--- src/rtl/dma_pkg.sv ---
// dma_pkg: shared encodings for the DMA transfer controller.
//   - instruction codes for the 3-bit instruction stream
//   - control register field positions and done-mode encodings
package dma_pkg;

  typedef enum logic [2:0] {
    WRCR   = 3'd0,
    RDCR   = 3'd1,
    RDWC   = 3'd2,
    RDAC   = 3'd3,
    REINIT = 3'd4,
    LDADDR = 3'd5,
    LDWC   = 3'd6,
    ENCT   = 3'd7
  } instr_e;

  // cr[2] = address direction, cr[1:0] = done mode
  localparam int CR_DIR      = 2;
  localparam int CR_MODE_MSB = 1;
  localparam int CR_MODE_LSB = 0;

  typedef enum logic [1:0] {
    MODE_WC_DOWN  = 2'b00,
    MODE_WC_UP    = 2'b01,
    MODE_ADDR_CMP = 2'b10,
    MODE_FREE     = 2'b11
  } mode_e;

endpackage

--- src/rtl/dma_xfer_ctrl_if.sv ---
// dma_xfer_ctrl_if: sequencer/bus-side signal bundle of the DMA transfer
// controller.
//   master: drives instr, instr_valid, data_in, xfer (microcode sequencer)
//   slave : drives data_out, rd_valid, addr_out, addr_co, done, run
//           (and irq when DMA_DONE_IRQ_EN is defined)
interface dma_xfer_ctrl_if #(parameter int W = 8);
  logic [2:0]   instr;
  logic         instr_valid;
  logic [W-1:0] data_in;
  logic         xfer;
  logic [W-1:0] data_out;
  logic         rd_valid;
  logic [W-1:0] addr_out;
  logic         addr_co;
  logic         done;
  logic         run;
`ifdef DMA_DONE_IRQ_EN
  logic         irq;

  modport master (output instr, instr_valid, data_in, xfer,
                  input  data_out, rd_valid, addr_out, addr_co, done, run, irq);
  modport slave  (input  instr, instr_valid, data_in, xfer,
                  output data_out, rd_valid, addr_out, addr_co, done, run, irq);
`else
  modport master (output instr, instr_valid, data_in, xfer,
                  input  data_out, rd_valid, addr_out, addr_co, done, run);
  modport slave  (input  instr, instr_valid, data_in, xfer,
                  output data_out, rd_valid, addr_out, addr_co, done, run);
`endif
endinterface

--- src/rtl/dma_term_detect.sv ---
// dma_term_detect: combinational step evaluation.
//   in : cr (direction + done mode), wc, addr (current counter values)
//   out: addr_nxt / wc_nxt (values after one step), addr_co (wrap on this
//        step), term (this step reaches the terminal condition)
module dma_term_detect
  import dma_pkg::*;
#(
  parameter int W = 8
) (
  input  logic [2:0]   cr,
  input  logic [W-1:0] wc,
  input  logic [W-1:0] addr,
  output logic [W-1:0] addr_nxt,
  output logic [W-1:0] wc_nxt,
  output logic         addr_co,
  output logic         term
);

  localparam logic [W-1:0] ONE  = W'(1);
  localparam logic [W-1:0] ALL1 = '1;

  mode_e mode;

  always_comb begin
    mode = mode_e'(cr[CR_MODE_MSB:CR_MODE_LSB]);

    if (cr[CR_DIR]) begin
      addr_nxt = addr - ONE;
      addr_co  = (addr == '0);
    end else begin
      addr_nxt = addr + ONE;
      addr_co  = (addr == ALL1);
    end

    wc_nxt = wc;
    term   = 1'b0;
    case (mode)
      // terminal on the step that lands on zero, so wc=0 runs 2^W steps
      MODE_WC_DOWN: begin
        wc_nxt = wc - ONE;
        term   = (wc_nxt == '0);
      end
      MODE_WC_UP: begin
        wc_nxt = wc + ONE;
        term   = (wc_nxt == ALL1);
      end
      // wc holds the end address and is not stepped
      MODE_ADDR_CMP: begin
        term = (addr_nxt == wc);
      end
      default: begin
        wc_nxt = wc - ONE;
      end
    endcase
  end

endmodule

--- src/rtl/dma_xfer_ctrl.sv ---
// dma_xfer_ctrl: transfer-side DMA address/word counter controller.
//   clk : system clock, rising-edge updates
//   res : asynchronous active-high reset
//   bus : dma_xfer_ctrl_if.slave (instructions, xfer, readback, counters)
// Optional: define DMA_DONE_IRQ_EN to add the sticky bus.irq output.
module dma_xfer_ctrl
  import dma_pkg::*;
#(
  parameter int W = 8
) (
  input  logic             clk,
  input  logic             res,
  dma_xfer_ctrl_if.slave   bus
);

  logic [2:0]   cr_q, cr_d;
  logic [W-1:0] addr_q, addr_d, addr_init_q, addr_init_d;
  logic [W-1:0] wc_q, wc_d, wc_init_q, wc_init_d;
  logic [W-1:0] data_out_q, data_out_d;
  logic         run_q, run_d, done_q, done_d;
  logic         rd_valid_q, rd_valid_d, addr_co_q, addr_co_d;
  logic         irq_q, irq_d;

  logic [W-1:0] addr_nxt, wc_nxt;
  logic         step_co, step_term;
  logic         step, load_ovr;
  instr_e       op;

  dma_term_detect #(.W(W)) u_term (
    .cr       (cr_q),
    .wc       (wc_q),
    .addr     (addr_q),
    .addr_nxt (addr_nxt),
    .wc_nxt   (wc_nxt),
    .addr_co  (step_co),
    .term     (step_term)
  );

  always_comb begin
    op          = instr_e'(bus.instr);
    cr_d        = cr_q;
    addr_d      = addr_q;
    addr_init_d = addr_init_q;
    wc_d        = wc_q;
    wc_init_d   = wc_init_q;
    data_out_d  = data_out_q;
    run_d       = run_q;
    done_d      = done_q;
    rd_valid_d  = 1'b0;
    addr_co_d   = 1'b0;
    irq_d       = irq_q;

    step     = bus.xfer & run_q & ~done_q;
    // loads discard a same-cycle step entirely, including its carry
    load_ovr = bus.instr_valid &&
               (op == REINIT || op == LDADDR || op == LDWC);

    if (step && !load_ovr) begin
      addr_d    = addr_nxt;
      wc_d      = wc_nxt;
      addr_co_d = step_co;
      if (step_term) begin
        done_d = 1'b1;
        run_d  = 1'b0;
      end
    end

    if (bus.instr_valid) begin
      case (op)
        WRCR:   cr_d = bus.data_in[2:0];
        RDCR: begin
          data_out_d = W'(cr_q);
          rd_valid_d = 1'b1;
        end
        RDWC: begin
          data_out_d = wc_q;
          rd_valid_d = 1'b1;
        end
        RDAC: begin
          data_out_d = addr_q;
          rd_valid_d = 1'b1;
        end
        REINIT: begin
          addr_d = addr_init_q;
          wc_d   = wc_init_q;
          done_d = 1'b0;
          run_d  = 1'b0;
        end
        LDADDR: begin
          addr_d      = bus.data_in;
          addr_init_d = bus.data_in;
        end
        LDWC: begin
          wc_d      = bus.data_in;
          wc_init_d = bus.data_in;
        end
        // a terminal step in the same cycle also blocks the enable
        ENCT:   if (!done_d) run_d = 1'b1;
        default: ;
      endcase
    end

    irq_d = irq_q | (done_d & ~done_q);
    if (bus.instr_valid && op == REINIT) irq_d = 1'b0;
  end

  always_ff @(posedge clk or posedge res) begin
    if (res) begin
      cr_q        <= 3'b000;
      addr_q      <= '0;
      addr_init_q <= '0;
      wc_q        <= '0;
      wc_init_q   <= '0;
      data_out_q  <= '0;
      run_q       <= 1'b0;
      done_q      <= 1'b0;
      rd_valid_q  <= 1'b0;
      addr_co_q   <= 1'b0;
      irq_q       <= 1'b0;
    end else begin
      cr_q        <= cr_d;
      addr_q      <= addr_d;
      addr_init_q <= addr_init_d;
      wc_q        <= wc_d;
      wc_init_q   <= wc_init_d;
      data_out_q  <= data_out_d;
      run_q       <= run_d;
      done_q      <= done_d;
      rd_valid_q  <= rd_valid_d;
      addr_co_q   <= addr_co_d;
      irq_q       <= irq_d;
    end
  end

  assign bus.data_out = data_out_q;
  assign bus.rd_valid = rd_valid_q;
  assign bus.addr_out = addr_q;
  assign bus.addr_co  = addr_co_q;
  assign bus.done     = done_q;
  assign bus.run      = run_q;
`ifdef DMA_DONE_IRQ_EN
  assign bus.irq      = irq_q;
`else
  logic unused_irq;
  assign unused_irq = irq_q;
`endif

endmodule

--- src/flat_wrapper.sv ---
// flat-port wrapper written by rule: the top's interface ports become plain ports
module dma_xfer_ctrl_flat import dma_pkg::*;
#(
  parameter int W = 8
)
  (clk, res, bus_instr, bus_instr_valid, bus_data_in, bus_xfer, bus_data_out, bus_rd_valid, bus_addr_out, bus_addr_co, bus_done, bus_run);
  dma_xfer_ctrl_if #(.W(W)) bus_i ();
  input  logic clk;
  input  logic res;
  input wire logic [$bits(bus_i.instr)-1:0] bus_instr;
  input wire logic [$bits(bus_i.instr_valid)-1:0] bus_instr_valid;
  input wire logic [$bits(bus_i.data_in)-1:0] bus_data_in;
  input wire logic [$bits(bus_i.xfer)-1:0] bus_xfer;
  output wire logic [$bits(bus_i.data_out)-1:0] bus_data_out;
  output wire logic [$bits(bus_i.rd_valid)-1:0] bus_rd_valid;
  output wire logic [$bits(bus_i.addr_out)-1:0] bus_addr_out;
  output wire logic [$bits(bus_i.addr_co)-1:0] bus_addr_co;
  output wire logic [$bits(bus_i.done)-1:0] bus_done;
  output wire logic [$bits(bus_i.run)-1:0] bus_run;
  assign bus_i.instr = bus_instr;
  assign bus_i.instr_valid = bus_instr_valid;
  assign bus_i.data_in = bus_data_in;
  assign bus_i.xfer = bus_xfer;
  assign bus_data_out = bus_i.data_out;
  assign bus_rd_valid = bus_i.rd_valid;
  assign bus_addr_out = bus_i.addr_out;
  assign bus_addr_co = bus_i.addr_co;
  assign bus_done = bus_i.done;
  assign bus_run = bus_i.run;
  dma_xfer_ctrl #(.W(W)) u_core (.clk(clk), .res(res), .bus(bus_i));
endmodule
--- config.mk ---
export PLATFORM = sky130hd
export DESIGN_NAME = dma_xfer_ctrl_flat
export DESIGN_NICKNAME = d
export VERILOG_FILES = /design/src/rtl/dma_pkg.sv /design/src/rtl/dma_xfer_ctrl_if.sv /design/src/rtl/dma_term_detect.sv /design/src/rtl/dma_xfer_ctrl.sv /design/src/flat_wrapper.sv
export SDC_FILE = /design/constraint.sdc
export NUM_CORES = 1
export LEC_CHECK = 0
export ABC_AREA = 1
export CORE_ASPECT_RATIO = 1.1
export CORE_MARGIN = 2
export CORE_UTILIZATION = 49
export CTS_CLUSTER_SIZE = 10
export DETAILED_ROUTE_END_ITERATION = 10
export MAX_ROUTING_LAYER = met4
export PLACE_DENSITY_LB_ADDON = 0.1
export SLEW_MARGIN = 20
export SYNTH_ARGS = -nofsm -noshare
export SYNTH_HDL_FRONTEND = slang
export SYNTH_SLANG_ARGS = --single-unit
--- constraint.sdc ---
create_clock -name clk -period 2.6 [get_ports clk]
set_input_delay 0.52 -clock clk [delete_from_list [all_inputs] [get_ports clk]]
set_output_delay 0.52 -clock clk [all_outputs]
set_load 0.03 [all_outputs]
==> flow_summary_export.csv <==
group,metric,value,unit
worst_setup_path,r2r_end,"u_core.bus.run",
floorplan,ioPinCount,35,
cells_and_area,final_cell_mix,"nand2_1, inv_1, dfrtp_1",
synthesis,syn_area_per_cell,7.37,um2
cts,clock_latency,0.31,ns
power_and_ir_drop,p_leak,1.73,nW
worst_setup_path,path_common_cell,"nand2_1",
cells_and_area,final_common_cell,"nand2_1",
synthesis,synth_cell_type_count,34,
worst_setup_path,critPathMaxFanout,10,
cells_and_area,antenna_cells,0,
sta,slew_viol_final,0,
drt,wl_per_cell,16.4,um
drt,drc,0,
synthesis,yosysWarnings,0,
drt,drtPass1Iterations,7,
synthesis,synthCells,424,
drt,drt_iter0_drc,280,
worst_setup_path,crit_family,"simple AND/OR/NAND/NOR gates",
cts,path_clk_slew,0.09,ns
cts,htreeDepth,2,
worst_setup_path,start_kind,"flip-flop",
sta,maxClockFrequency,0.446,GHz
placed_design,gp_congestion,0.947,
cts,cts_buffer_depth,2,
sta,layout_setup_ws,0.359,ns
floorplan,die_w,80.1,um
cells_and_area,fin_nets,495,
worst_setup_path,worstSetupPathType,"reg -> reg",
floorplan,core,6160,um2
cells_and_area,stdcell_count,545,
worst_setup_path,timing.rr.start,"u_core.cr_q[2]",
floorplan,die_y,87.7,um
cts,root_buffer,"clkbuf_8",
sta,setup_tns,0,ns
sta,slew_headroom,0.638,
sta,rsz0062_at_grt,"false",
drt,wl,8940,um
drt,via_count,3087,
sta,final-hold-violation-count,0,
worst_setup_path,crit_path_top_delay_cell,"dfrtp_1",
synthesis,ys_seq_area_frac,0.376,
flow_run,cap_violations,0,
drt,antenna_left,0,
worst_setup_path,crit_path_start,"u_core.cr_q[2]",
cts,clkSinkCount,47,
floorplan,start_util,0.508,
power_and_ir_drop,finalPower,4.16,mW
global_routing,grt_pass1_wl,14600,um
sta,holdWs,0.532,ns
global_routing,grt_pass1_vias,2904,
placed_design,io_buffers,34,
sta,clock_skew,0.00276,ns
global_routing,grt_max_degree,22,
worst_setup_path,end_kind,"flip-flop",
synthesis,ys_ff_latch,47,
worst_setup_path,critPathBufInv,0,
floorplan,core.rowCount,30,
cts,cts_tree,"yes",
drt,drt-vias-per-instance,5.66,
worst_setup_path,crit_chain,"fa_1 > nand2_2 > nand2_2 > nand3_2 > nand2_1 > nand2_1 > nand2_1 > nand2_1 > nand2_1 > nor2_1 > nand2_1 > nand2_1 > nand2_2 > nand3_1 > a21oi_2",
placed_design,place_inst,538,
worst_setup_path,max_stage_delay,0.55,ns
cts,post-cts-setup-buffer-count,0,
power_and_ir_drop,power_density,1130,nW/um2
worst_setup_path,arrival,2.43,ns
status,status,"completed",
global_routing,grt-ovfl-total,0,
cells_and_area,fill_cells,599,
worst_setup_path,cp.required,2.79,ns
cells_and_area,drive_gt1_frac,0.0817,
cts,cts_buffers,5,
sta,period_share,0.862,
sta,finalSetupViolations,0,
cts,ctsHoldBuffers,0,
sta,finalCriticalPeriod,2.24,ns
cells_and_area,area_growth,18.2,%
cts,cts_resized,0,
placed_design,dpl_worst_slack,0.213,ns
worst_setup_path,ff2ff_path_depth,15,
floorplan,die_area,7030,um2
sta,tightest_slew,0.543,ns
global_routing,track_usage,0.279,
power_and_ir_drop,ir_drop,552,uV
global_routing,antenna_found_initial,0,
worst_setup_path,ff2ff_setup_slack,0.36,ns
synthesis,synth_nets,454,
placed_design,dpl.hpwl,6790,um
synthesis,syn_area,3120,um2
hold_path,hold_path_class,"in -> async",
## Yosys cell counts, drive strengths merged
master / n / area (um2)
fa: 1 / 20.0
o22ai: 1 / 6.26
o221ai: 13 / 114
dfrtp: 47 / 1180
nor2: 47 / 186
o21ai: 36 / 180
ha: 14 / 175
nand2: 101 / 387
xnor2: 2 / 17.5
nand3: 32 / 170
nor4: 2 / 12.5
and3: 1 / 6.26
buf: 11 / 68.8
inv: 57 / 214
nand4: 7 / 50.1
a22oi: 7 / 52.6
a41oi: 3 / 26.3
o21a: 2 / 15.0
nor3: 4 / 25.0
o2111ai: 1 / 15.0
a21oi: 25 / 133
clkbuf: 2 / 7.51
xor2: 5 / 43.8
o211ai: 3 / 22.5
## registers in the layout, summed over array words and instances (netlist names)
register and cells:
u_core.bus.rd_valid 1, u_core.bus.addr_co 1, u_core.bus.run 1, u_core.bus.data_out 8, u_core.wc_q 8, u_core.cr_q 3
u_core.addr_init_q 8, u_core.bus.addr_out 8, u_core.bus.done 1, u_core.wc_init_q 8
## worst reg2reg max path, delay by kind of cell (launching register included)
kind            cells  cell delay [ns]
fa+ha+maj           1             0.49
flops               1             0.55
simple gates       13             1.02
compound gates      1             0.05
## cells by family after synthesis
family / synth area share
simple gates: 0.268
compound gates: 0.181
buf+inv: 0.0929
flops: 0.376
fa+ha+maj: 0.0625
xor+xnor: 0.0196
## metal layers
layer	up-vias	track usage	share of wire	routed length, um
li1	1494	-	-	-
met1	1444	0.383	0.47	4180
met2	121	0.414	0.44	3970
met3	28	0.0495	0.057	513
met4	0	0.105	0.031	274
met5	-	-	0	0
## through the flow
step | instance area (um2) | util
finish | 3690 | 0.600
global placement | 3590 | 0.583
floorplan | 3120 | -
CTS | 3690 | 0.600
detailed placement | 3590 | 0.583
global route | 3690 | 0.600
## power breakdown
part	leakage (nW)	total [mW]	internal (mW)	switching (mW)
sequential	0.567	1.26	0.939	0.324
clock	0.0502	0.541	0.281	0.260
combinational	1.12	2.35	0.884	1.47
total	1.73	4.16	2.11	2.05
## worst max path at each step
stage / endpoint / slack (ns) / depth (start not counted)
floorplan: u_core.bus.run / 0.58 / 15
global placement: u_core.addr_init_q[1] / 0.30 / 7
detailed placement: u_core.wc_q[4] / 0.21 / 10
CTS: u_core.bus.run / 0.38 / 15
global route: u_core.bus.run / 0.11 / 15
finish: u_core.bus.run / 0.36 / 15
## area by class of cell
cell class	count	area, um2	share of cell area
Clock buffer	5	68.8	0.0186
Clock inverter	2	37.5	0.0102
Inverter	57	214	0.0579
Multi-Input combinational cell	307	1660	0.449
Sequential cell	47	1180	0.319
Tap cell	80	100	0.0271
Timing Repair Buffer	47	438	0.119
Power figures use the tool's default switching activity.
